===== src/rtl/coin_change_dispenser.sv =====
// coin_change_dispenser: pays a change amount out as 50/20/10 coin pulses,
// one coin per hopper ack, tracking per-denomination stock.
// Define COIN_STOCK_OUT_EN to expose live stock counts and a low-stock flag.
module coin_change_dispenser #(
    parameter int AMT_W       = 8,
    parameter int CNT_W       = 5,
    parameter int INIT_FIFTY  = 8,
    parameter int INIT_TWENTY = 8,
    parameter int INIT_TEN    = 16,
    parameter int ACK_TIMEOUT = 15
) (
    input  logic             i_clk,
    input  logic             i_rst,
    input  logic             i_change_valid,
    input  logic [AMT_W-1:0] i_change_amt,
    output logic             o_change_ready,
    input  logic             i_refill,
    output logic             o_coin_fifty,
    output logic             o_coin_twenty,
    output logic             o_coin_ten,
    input  logic             i_hopper_ack,
    output logic             o_busy,
    output logic             o_done,
    output logic             o_short,
    output logic             o_jam,
`ifdef COIN_STOCK_OUT_EN
    output logic [CNT_W-1:0] o_fifty_cnt,
    output logic [CNT_W-1:0] o_twenty_cnt,
    output logic [CNT_W-1:0] o_ten_cnt,
    output logic             o_low_stock,
`endif
    output logic [AMT_W-1:0] o_remain
);

    localparam int TMR_W = (ACK_TIMEOUT < 1) ? 1 : $clog2(ACK_TIMEOUT + 1);

    localparam logic [CNT_W-1:0] INIT_50_C = CNT_W'(INIT_FIFTY);
    localparam logic [CNT_W-1:0] INIT_20_C = CNT_W'(INIT_TWENTY);
    localparam logic [CNT_W-1:0] INIT_10_C = CNT_W'(INIT_TEN);
    localparam logic [CNT_W-1:0] CNT_ONE   = CNT_W'(1);
    localparam logic [AMT_W-1:0] VAL_50    = AMT_W'(50);
    localparam logic [AMT_W-1:0] VAL_20    = AMT_W'(20);
    localparam logic [AMT_W-1:0] VAL_10    = AMT_W'(10);
    localparam logic [TMR_W-1:0] TMO_C     = TMR_W'(ACK_TIMEOUT);
    localparam logic [TMR_W-1:0] TMR_ONE   = TMR_W'(1);

    typedef enum logic [2:0] {
        ST_IDLE,
        ST_SELECT,
        ST_ISSUE,
        ST_WAIT_ACK,
        ST_DONE
    } state_e;

    typedef enum logic [1:0] {
        COIN_NONE,
        COIN_50,
        COIN_20,
        COIN_10
    } coin_e;

    state_e           state_q, state_d;
    coin_e            coin_q, coin_d;
    logic [AMT_W-1:0] rem_q, rem_d;
    logic [AMT_W-1:0] remain_q, remain_d;
    logic [CNT_W-1:0] fifty_q, fifty_d;
    logic [CNT_W-1:0] twenty_q, twenty_d;
    logic [CNT_W-1:0] ten_q, ten_d;
    logic [TMR_W-1:0] timer_q, timer_d;
    logic             short_q, short_d;
    logic             jam_q, jam_d;
    logic             ready_q, ready_d;
    logic             busy_q, busy_d;
    logic             done_q, done_d;
    logic             c50_q, c50_d;
    logic             c20_q, c20_d;
    logic             c10_q, c10_d;

    // Next-state, datapath and next-output computation for the dispense sequence
    always_comb begin
        state_d  = state_q;
        coin_d   = coin_q;
        rem_d    = rem_q;
        remain_d = remain_q;
        fifty_d  = fifty_q;
        twenty_d = twenty_q;
        ten_d    = ten_q;
        timer_d  = timer_q;
        short_d  = short_q;
        jam_d    = jam_q;

        case (state_q)
            ST_IDLE: begin
                if (i_refill) begin
                    fifty_d  = INIT_50_C;
                    twenty_d = INIT_20_C;
                    ten_d    = INIT_10_C;
                end
                if (i_change_valid) begin
                    rem_d   = i_change_amt;
                    short_d = 1'b0;
                    jam_d   = 1'b0;
                    coin_d  = COIN_NONE;
                    state_d = ST_SELECT;
                end
            end
            ST_SELECT: begin
                if (rem_q == '0) begin
                    state_d = ST_DONE;
                end else if (rem_q >= VAL_50 && fifty_q != '0) begin
                    coin_d  = COIN_50;
                    state_d = ST_ISSUE;
                end else if (rem_q >= VAL_20 && twenty_q != '0) begin
                    coin_d  = COIN_20;
                    state_d = ST_ISSUE;
                end else if (rem_q >= VAL_10 && ten_q != '0) begin
                    coin_d  = COIN_10;
                    state_d = ST_ISSUE;
                end else begin
                    short_d = 1'b1;
                    state_d = ST_DONE;
                end
            end
            ST_ISSUE: begin
                timer_d = '0;
                state_d = ST_WAIT_ACK;
            end
            ST_WAIT_ACK: begin
                if (i_hopper_ack) begin
                    case (coin_q)
                        COIN_50: begin
                            rem_d   = rem_q - VAL_50;
                            fifty_d = fifty_q - CNT_ONE;
                        end
                        COIN_20: begin
                            rem_d    = rem_q - VAL_20;
                            twenty_d = twenty_q - CNT_ONE;
                        end
                        COIN_10: begin
                            rem_d = rem_q - VAL_10;
                            ten_d = ten_q - CNT_ONE;
                        end
                        default: begin
                            rem_d = rem_q;
                        end
                    endcase
                    state_d = ST_SELECT;
                end else if (timer_q == TMO_C) begin
                    short_d = 1'b1;
                    jam_d   = 1'b1;
                    state_d = ST_DONE;
                end else begin
                    timer_d = timer_q + TMR_ONE;
                end
            end
            ST_DONE: begin
                state_d = ST_IDLE;
            end
            default: begin
                state_d = ST_IDLE;
            end
        endcase

        if (state_d == ST_DONE) begin
            remain_d = rem_d;
        end

        ready_d = (state_d == ST_IDLE);
        busy_d  = (state_d != ST_IDLE);
        done_d  = (state_d == ST_DONE);
        c50_d   = (state_d == ST_ISSUE) && (coin_d == COIN_50);
        c20_d   = (state_d == ST_ISSUE) && (coin_d == COIN_20);
        c10_d   = (state_d == ST_ISSUE) && (coin_d == COIN_10);
    end

    // State, datapath and registered-output flops; reset abandons any coin in flight
    always_ff @(posedge i_clk or posedge i_rst) begin
        if (i_rst) begin
            state_q  <= ST_IDLE;
            coin_q   <= COIN_NONE;
            rem_q    <= '0;
            remain_q <= '0;
            fifty_q  <= INIT_50_C;
            twenty_q <= INIT_20_C;
            ten_q    <= INIT_10_C;
            timer_q  <= '0;
            short_q  <= 1'b0;
            jam_q    <= 1'b0;
            ready_q  <= 1'b1;
            busy_q   <= 1'b0;
            done_q   <= 1'b0;
            c50_q    <= 1'b0;
            c20_q    <= 1'b0;
            c10_q    <= 1'b0;
        end else begin
            state_q  <= state_d;
            coin_q   <= coin_d;
            rem_q    <= rem_d;
            remain_q <= remain_d;
            fifty_q  <= fifty_d;
            twenty_q <= twenty_d;
            ten_q    <= ten_d;
            timer_q  <= timer_d;
            short_q  <= short_d;
            jam_q    <= jam_d;
            ready_q  <= ready_d;
            busy_q   <= busy_d;
            done_q   <= done_d;
            c50_q    <= c50_d;
            c20_q    <= c20_d;
            c10_q    <= c10_d;
        end
    end

    assign o_change_ready = ready_q;
    assign o_busy         = busy_q;
    assign o_done         = done_q;
    assign o_short        = short_q;
    assign o_jam          = jam_q;
    assign o_remain       = remain_q;
    assign o_coin_fifty   = c50_q;
    assign o_coin_twenty  = c20_q;
    assign o_coin_ten     = c10_q;

`ifdef COIN_STOCK_OUT_EN
    localparam logic [CNT_W-1:0] CNT_TWO  = CNT_W'(2);
    localparam logic             LOW_INIT = (INIT_FIFTY < 2) || (INIT_TWENTY < 2) || (INIT_TEN < 2);

    logic low_q, low_d;

    // Low-stock flag follows the next stock values so it lines up with the counts
    always_comb begin
        low_d = (fifty_d < CNT_TWO) || (twenty_d < CNT_TWO) || (ten_d < CNT_TWO);
    end

    // Low-stock flag register
    always_ff @(posedge i_clk or posedge i_rst) begin
        if (i_rst) begin
            low_q <= LOW_INIT;
        end else begin
            low_q <= low_d;
        end
    end

    assign o_fifty_cnt  = fifty_q;
    assign o_twenty_cnt = twenty_q;
    assign o_ten_cnt    = ten_q;
    assign o_low_stock  = low_q;
`endif

endmodule


===== config.mk =====
export PLATFORM = sky130hd
export DESIGN_NAME = coin_change_dispenser
export DESIGN_NICKNAME = d
export VERILOG_FILES = /design/src/rtl/coin_change_dispenser.sv
export SDC_FILE = /design/constraint.sdc
export NUM_CORES = 1
export LEC_CHECK = 0
export BUFFER_PORTS_ARGS = -buffer_cell sky130_fd_sc_hd__clkbuf_2
export CAP_MARGIN = 5
export CORE_UTILIZATION = 40
export DETAILED_ROUTE_END_ITERATION = 16
export PLACE_DENSITY_LB_ADDON = 0.05
export SLEW_MARGIN = 10
export SYNTH_ARGS = -nofsm -noshare
export SYNTH_HDL_FRONTEND = slang
export SYNTH_SLANG_ARGS = --single-unit

===== constraint.sdc =====
create_clock -name i_clk -period 2.3 [get_ports i_clk]
set_input_delay 0.345 -clock i_clk [delete_from_list [all_inputs] [get_ports i_clk]]
set_output_delay 0.345 -clock i_clk [all_outputs]
set_load 0.1 [all_outputs]

Yosys cells after proc, flatten, opt, wreduce, memory -nomap -nowiden --
Cells that the tools add are included.
Storage, ports and cells: logic and storage cells 114, register bits after elaboration 48, input port bits 13
Operators by class: mux-type cells 41, reduce and logical (&&, ||, !) cells 22, equal/unequal tests 25, $add $sub $neg 7, $lt $le $gt $ge 3
Operators by type and width (number):
- $mux 5 | 8
- $pmux 5 s2 | 3
- $pmux 8 s3 | 1
- $mux 3 | 7
- $ne 2x2->1 const B | 10
- $mux 8 | 2
- $pmux 8 s2 | 1
- $reduce_and 4->1 | 4
- $reduce_bool 5->1 | 3
- $sub 5x1->5 const B | 3
- $pmux 3 s4 | 1
- $mux 2 | 5
- $eq 3x2->1 const B | 3
- $eq 2x2->1 const B | 4
- $ge 8x4->1 const B | 1
- $ge 8x5->1 const B | 1
- $ge 8x6->1 const B | 1
- $logic_not 8->1 | 1
- $mux 4 | 2
- $pmux 4 s2 | 1
- $reduce_and 8->1 | 1
- $sub 8x4->8 const B | 1
- $sub 8x5->8 const B | 1
- $sub 8x6->8 const B | 1
- other kinds (15) | 32

Longest topological paths before layout --
word-level depth 9, gate-level depth with buffers 9, gate-level depth less buffers 8

Worst setup path after synthesis --
No wires, ideal clock.
path type reg2reg, from reg rem_q[3], to reg remain_q[0], in the netlist o_remain[0], stages on the path, launching flop included 9, period minus slack after synthesis 2178 ps, setup slack 122 ps, arrival time 2053 ps, required time 2175 ps, setup time 125 ps, path buffers 0, cell sequence dfrtp_1 > inv_1 > ha_1 > nand2b_1 > a31oi_1 > a32o_2 > and3_4 > a21oi_4 > mux2_4
On the way: cells in the longest elaborated chain, start to end 8, elaborated cells on any way between the ends 13, classes of those cells order compare (3); eq/ne (1); mux (5); reduce/logical (4)
RTL lines:
- start, declared | RTL line 64 | logic [AMT_W-1:0] rem_q, rem_d;
- start signal, assigned | RTL line 198 | rem_q <= rem_d;
- $ge 8x4->1 | RTL line 116 | end else if (rem_q >= VAL_10 && ten_q != '0) begin
- $logic_and 1x1->1 | RTL line 116
- $mux 3 | RTL line 116
- $mux 3 | RTL line 113 | end else if (rem_q >= VAL_20 && twenty_q != '0) begin
- $mux 3 | RTL line 110 | end else if (rem_q >= VAL_50 && fifty_q != '0) begin
- $mux 3 * | RTL line 108 | if (rem_q == '0) begin
- $pmux 3 s4 * | RTL line 92 | case (state_q)
- $eq 3x3->1 * | RTL line 164 | if (state_d == ST_DONE) begin
- end signal, assigned | RTL line 199 | remain_q <= remain_d;
- end, declared | RTL line 65 | logic [AMT_W-1:0] remain_q, remain_d;
Every way passes the cells marked *; elsewhere a longest branch is shown, timed or not. A chain may end at the register's enable or synchronous reset.

Worst setup path in the final report --
from reg rem_q[2], to reg remain_q[4], in the netlist o_remain[4]
On the way: elaborated cells on any way between the ends 19, classes of those cells add/sub (3); order compare (3); eq/ne (1); mux (8); reduce/logical (4)
RTL lines:
- $sub 8x4->8, or another cell as far along | RTL line 140 | rem_d = rem_q - VAL_10;
- $pmux 8 s3 * | RTL line 130 | case (coin_q)
- $mux 8 * | RTL line 129 | if (i_hopper_ack) begin
- $pmux 8 s2 * | RTL line 92
- via rem_d[4] | RTL line 64
Mark *: on every way through the listed nets, which the timed path passes. The rest lies on a longest branch.

==> results.md <==
- Worst Path Required: ~2500 ps
- Final hold violations: 0
- Worst Tran Pin Value: about 550 ps
- Wire per inst: about 16 um
- Die height: around 87 um
- Crit share post-route: 95.07%
- Comb power frac: about 61%
- Yosys reg bits: 48
- Int Power: 2.622 mW
- Total CTS buffers: 5
- Drt total wl: between 7000 and 8000 um
- Fmax: around 460 MHz
- R2R Path Start: rem_q[2]
- Number of detailed-route iterations in the first pass: 4
- Largest net degree at the start of global routing: 27
- Final instance area: around 3500 um2
- Nets: 397
- Share of the synthesized area in the top cell type: 37.69%
- Final setup viols: 0
- Multi-input logic area: 1583 um2
- DR vias: 2,528
- Reg-to-reg slack, setup: 110 ps
- R2R Path End: o_remain[4]
- Die area: about 7600 um2
- I/O Buffers: 28
- Crit path to: o_remain[4]
- Arrival @ worst endpoint: 2370 ps
- Ys flop type: dfrtp_1
- Post-synth top cells: dfrtp_1, o21ai_0, nand2_1
- Syn nets: 342
- Worst-path clk slew: approximately 90 ps
- CTS Root Cell: clkbuf_8
- LEAKAGE: approximately 1.6 nW
- CP Max Fanout: 5
- Initial antenna violation count: 0
- Dominant cells by area after synthesis: dfrtp_1, ha_1, o21ai_0
- Synth Warn #: 0
- Clock Skews: approximately 12 ps
- Post-synth ARST share: 100.0%
- Element type at the critical path end: register
- First-pass GRT wire length: around 13,000 um
- Total power divided by cell area: roughly 1500 nW/um2
- CP Depth: 9
- NetSw: 2.612 mW
- Storage element area: between 1000 and 1500 um2
- Starting Density: 42.30%
- # Max-Cap Violations: 0
- Clk_lat worst skew: 300 ps
- Clock Power Share: between 10% and 20%
- Post-Syn Instances: 316
- RePlAce Congestion: around 1.0
- Fillers: just under 700
- Worst path cell trace: inv_1, buf_4, ha_1, a21o_1, a221oi_2, nor2_1, nor3_1, o21ai_0, mux2_4
- Htree depth: 2
- CTS tree: built
- Worst-case clock buffer depth: 2
- Cell variety after synth: 62
- CTS sink cnt: 48
- RSZ-0062 raised after global routing: no
- Syn Area/Cell: 9.245 um2
- Worst setup SP type: register
- Status: complete, no violations
- Number of flops mapped to enable cells by yosys: 0
- Crit path time final: 2187 ps
- Top-count cell post-synth: dfrtp_1
- Worst path slowest cell: dfrtp_1
- FF-to-FF path depth: 9
- Kind of critical path: reg -> reg
- Area leader, netlist: dfrtp_1
- Inst Count DP: 457
- Post-synthesis sequential area ratio: 41.28%
- Die width: roughly 90 um
- Total power: 5.234 mW
- Sw frac: between 40% and 50%
- HP Class: in -> async
- Syn Std Cell Area: about 2900 um2
- Overflow after GRT: 0
- Layout cells sized above 1: 26.61%
- Vias in the first global route: 2,498
- DRT iter0 DRCs: 122
- Biggest cell delay along the critical path: 410 ps
- Post-route insts no fill: 468
- Fin Hold WS: roughly 55 ps
- Crit-path leading delay family: compound AO/OA/AOI/OAI gates
- GRT Overall Usage: 21.51%
- Placed cell areas: around 3400 um2
- CP bufs+invs: 2
- Antenna diodes: 0
- Hpwl dp: 5743 um
- Post-DR vias/cell: roughly 5.4
- Slew margin rel.: 63.27%
- Drt drc: 0
- Max rail drop VDD: 658.6 uV
- # rows: 30
- Slew Viols, Final: 0
- I/O Pins: 29
- Antenna-violating nets left: 0
- Area Overhead vs Synth: 20.47%
- Worst setup path startpoint: rem_q[2]
- Core Region: 6907 um2
- Sequential cell fraction of total power: between 20% and 30%
- Setup TNS: 0 ps
## power by group through the flow
stage / combinational, mW / clock, mW / sequential, mW
floorplan: 1.62 / 0 / 2.08
global placement: 3.11 / 0 / 1.46
detailed placement: 3.12 / 0 / 1.45
CTS: 3.14 / 0.636 / 1.45
global route: 3.47 / 0.667 / 1.49
finish: 3.18 / 0.606 / 1.45
## worst register-to-register path, cell delays in order, from the launching register on
cell      delay, ps
dfrtp_1         410
inv_1            80
buf_4           160
ha_1            210
a21o_1          210
a221oi_2        300
nor2_1           70
nor3_1          160
o21ai_0         180
mux2_4          300
## timing repair
| action | 4_1_cts | 5_1_grt |
|---|---|---|
| hold buffers | 0 | 0 |
| resized for setup | 0 | 4 |
| setup endpoints to repair | 0 | 9 |
| setup buffers | 0 | 3 |
## layout make-up
cell class	instances	area share (%)
multi-input combinational	232	44.97
sequential	48	34.27
clock inverter	2	0.9954
inverter	22	2.346
clock buffer	6	2.062
tap	96	3.413
timing repair buffer	62	11.94
## flip-flops by register name, summed over array words and instances (netlist names)
signal          count
o_done              1
ten_q               5
rem_q               8
o_remain            8
o_change_ready      1
o_coin_twenty       1
o_busy              1
o_jam               1
o_coin_ten          1
o_short             1
state_q             3
o_coin_fifty        1
twenty_q            5
timer_q             4
coin_q              2
fifty_q             5
## per-layer routing
metal	vias up	wire, um	share of wire (%)	track usage, %
met4	0	101	1.3	5.365
li1	1227	-	-	-
met3	10	475	6.3	4.834
met2	68	3350	45	32.95
met1	1223	3554	48	30.69
met5	-	0	0	0
## how the worst min path moves through the flow
stage,startpoint,endpoint,slack (ps)
final,i_rst,fifty_q[2],50
after global routing,i_rst,fifty_q[2],100
after CTS,i_rst,fifty_q[2],70
after detailed placement,i_rst,fifty_q[2],400
after global placement,i_rst,fifty_q[2],400
after floorplan,i_change_amt[0],rem_q[0],470
## stage by stage
step           setup WS [ps]  util, %
2_1_floorplan          121.8        -
4_1_cts                28.88    50.33
3_5_place_dp           77.42    48.77
3_3_place_gp           99.58    48.77
5_1_grt                5.925    50.96
6_report               113.4    50.96
## cells by family after synthesis
kind of cell	Yosys count	synth area share, %
AND/OR/NAND/NOR	113	21.11
AO/OA/AOI/OAI	84	18.24
flip-flops	48	41.28
buffers and inverters	36	5.267
adder cells (fa/ha/maj)	13	5.568
XOR/XNOR	11	3.298
multiplexers	11	5.225
## placed cells by master (no fill, tap or decap), types with 4 or more instances in the layout
master / count
nor3_1: 8
ha_1: 13
clkbuf_8: 5
xnor2_1: 8
dfrtp_1: 44
nor2_1: 21
or2_2: 4
nand3_1: 14
nand2b_1: 6
dfstp_2: 4
nor4_1: 5
nand2_1: 27
buf_4: 32
and3_1: 4
o31ai_1: 4
inv_1: 21
o21ai_0: 29
clkbuf_2: 28
mux2_4: 8
a21oi_1: 19
(Power assumes the default switching activity.)
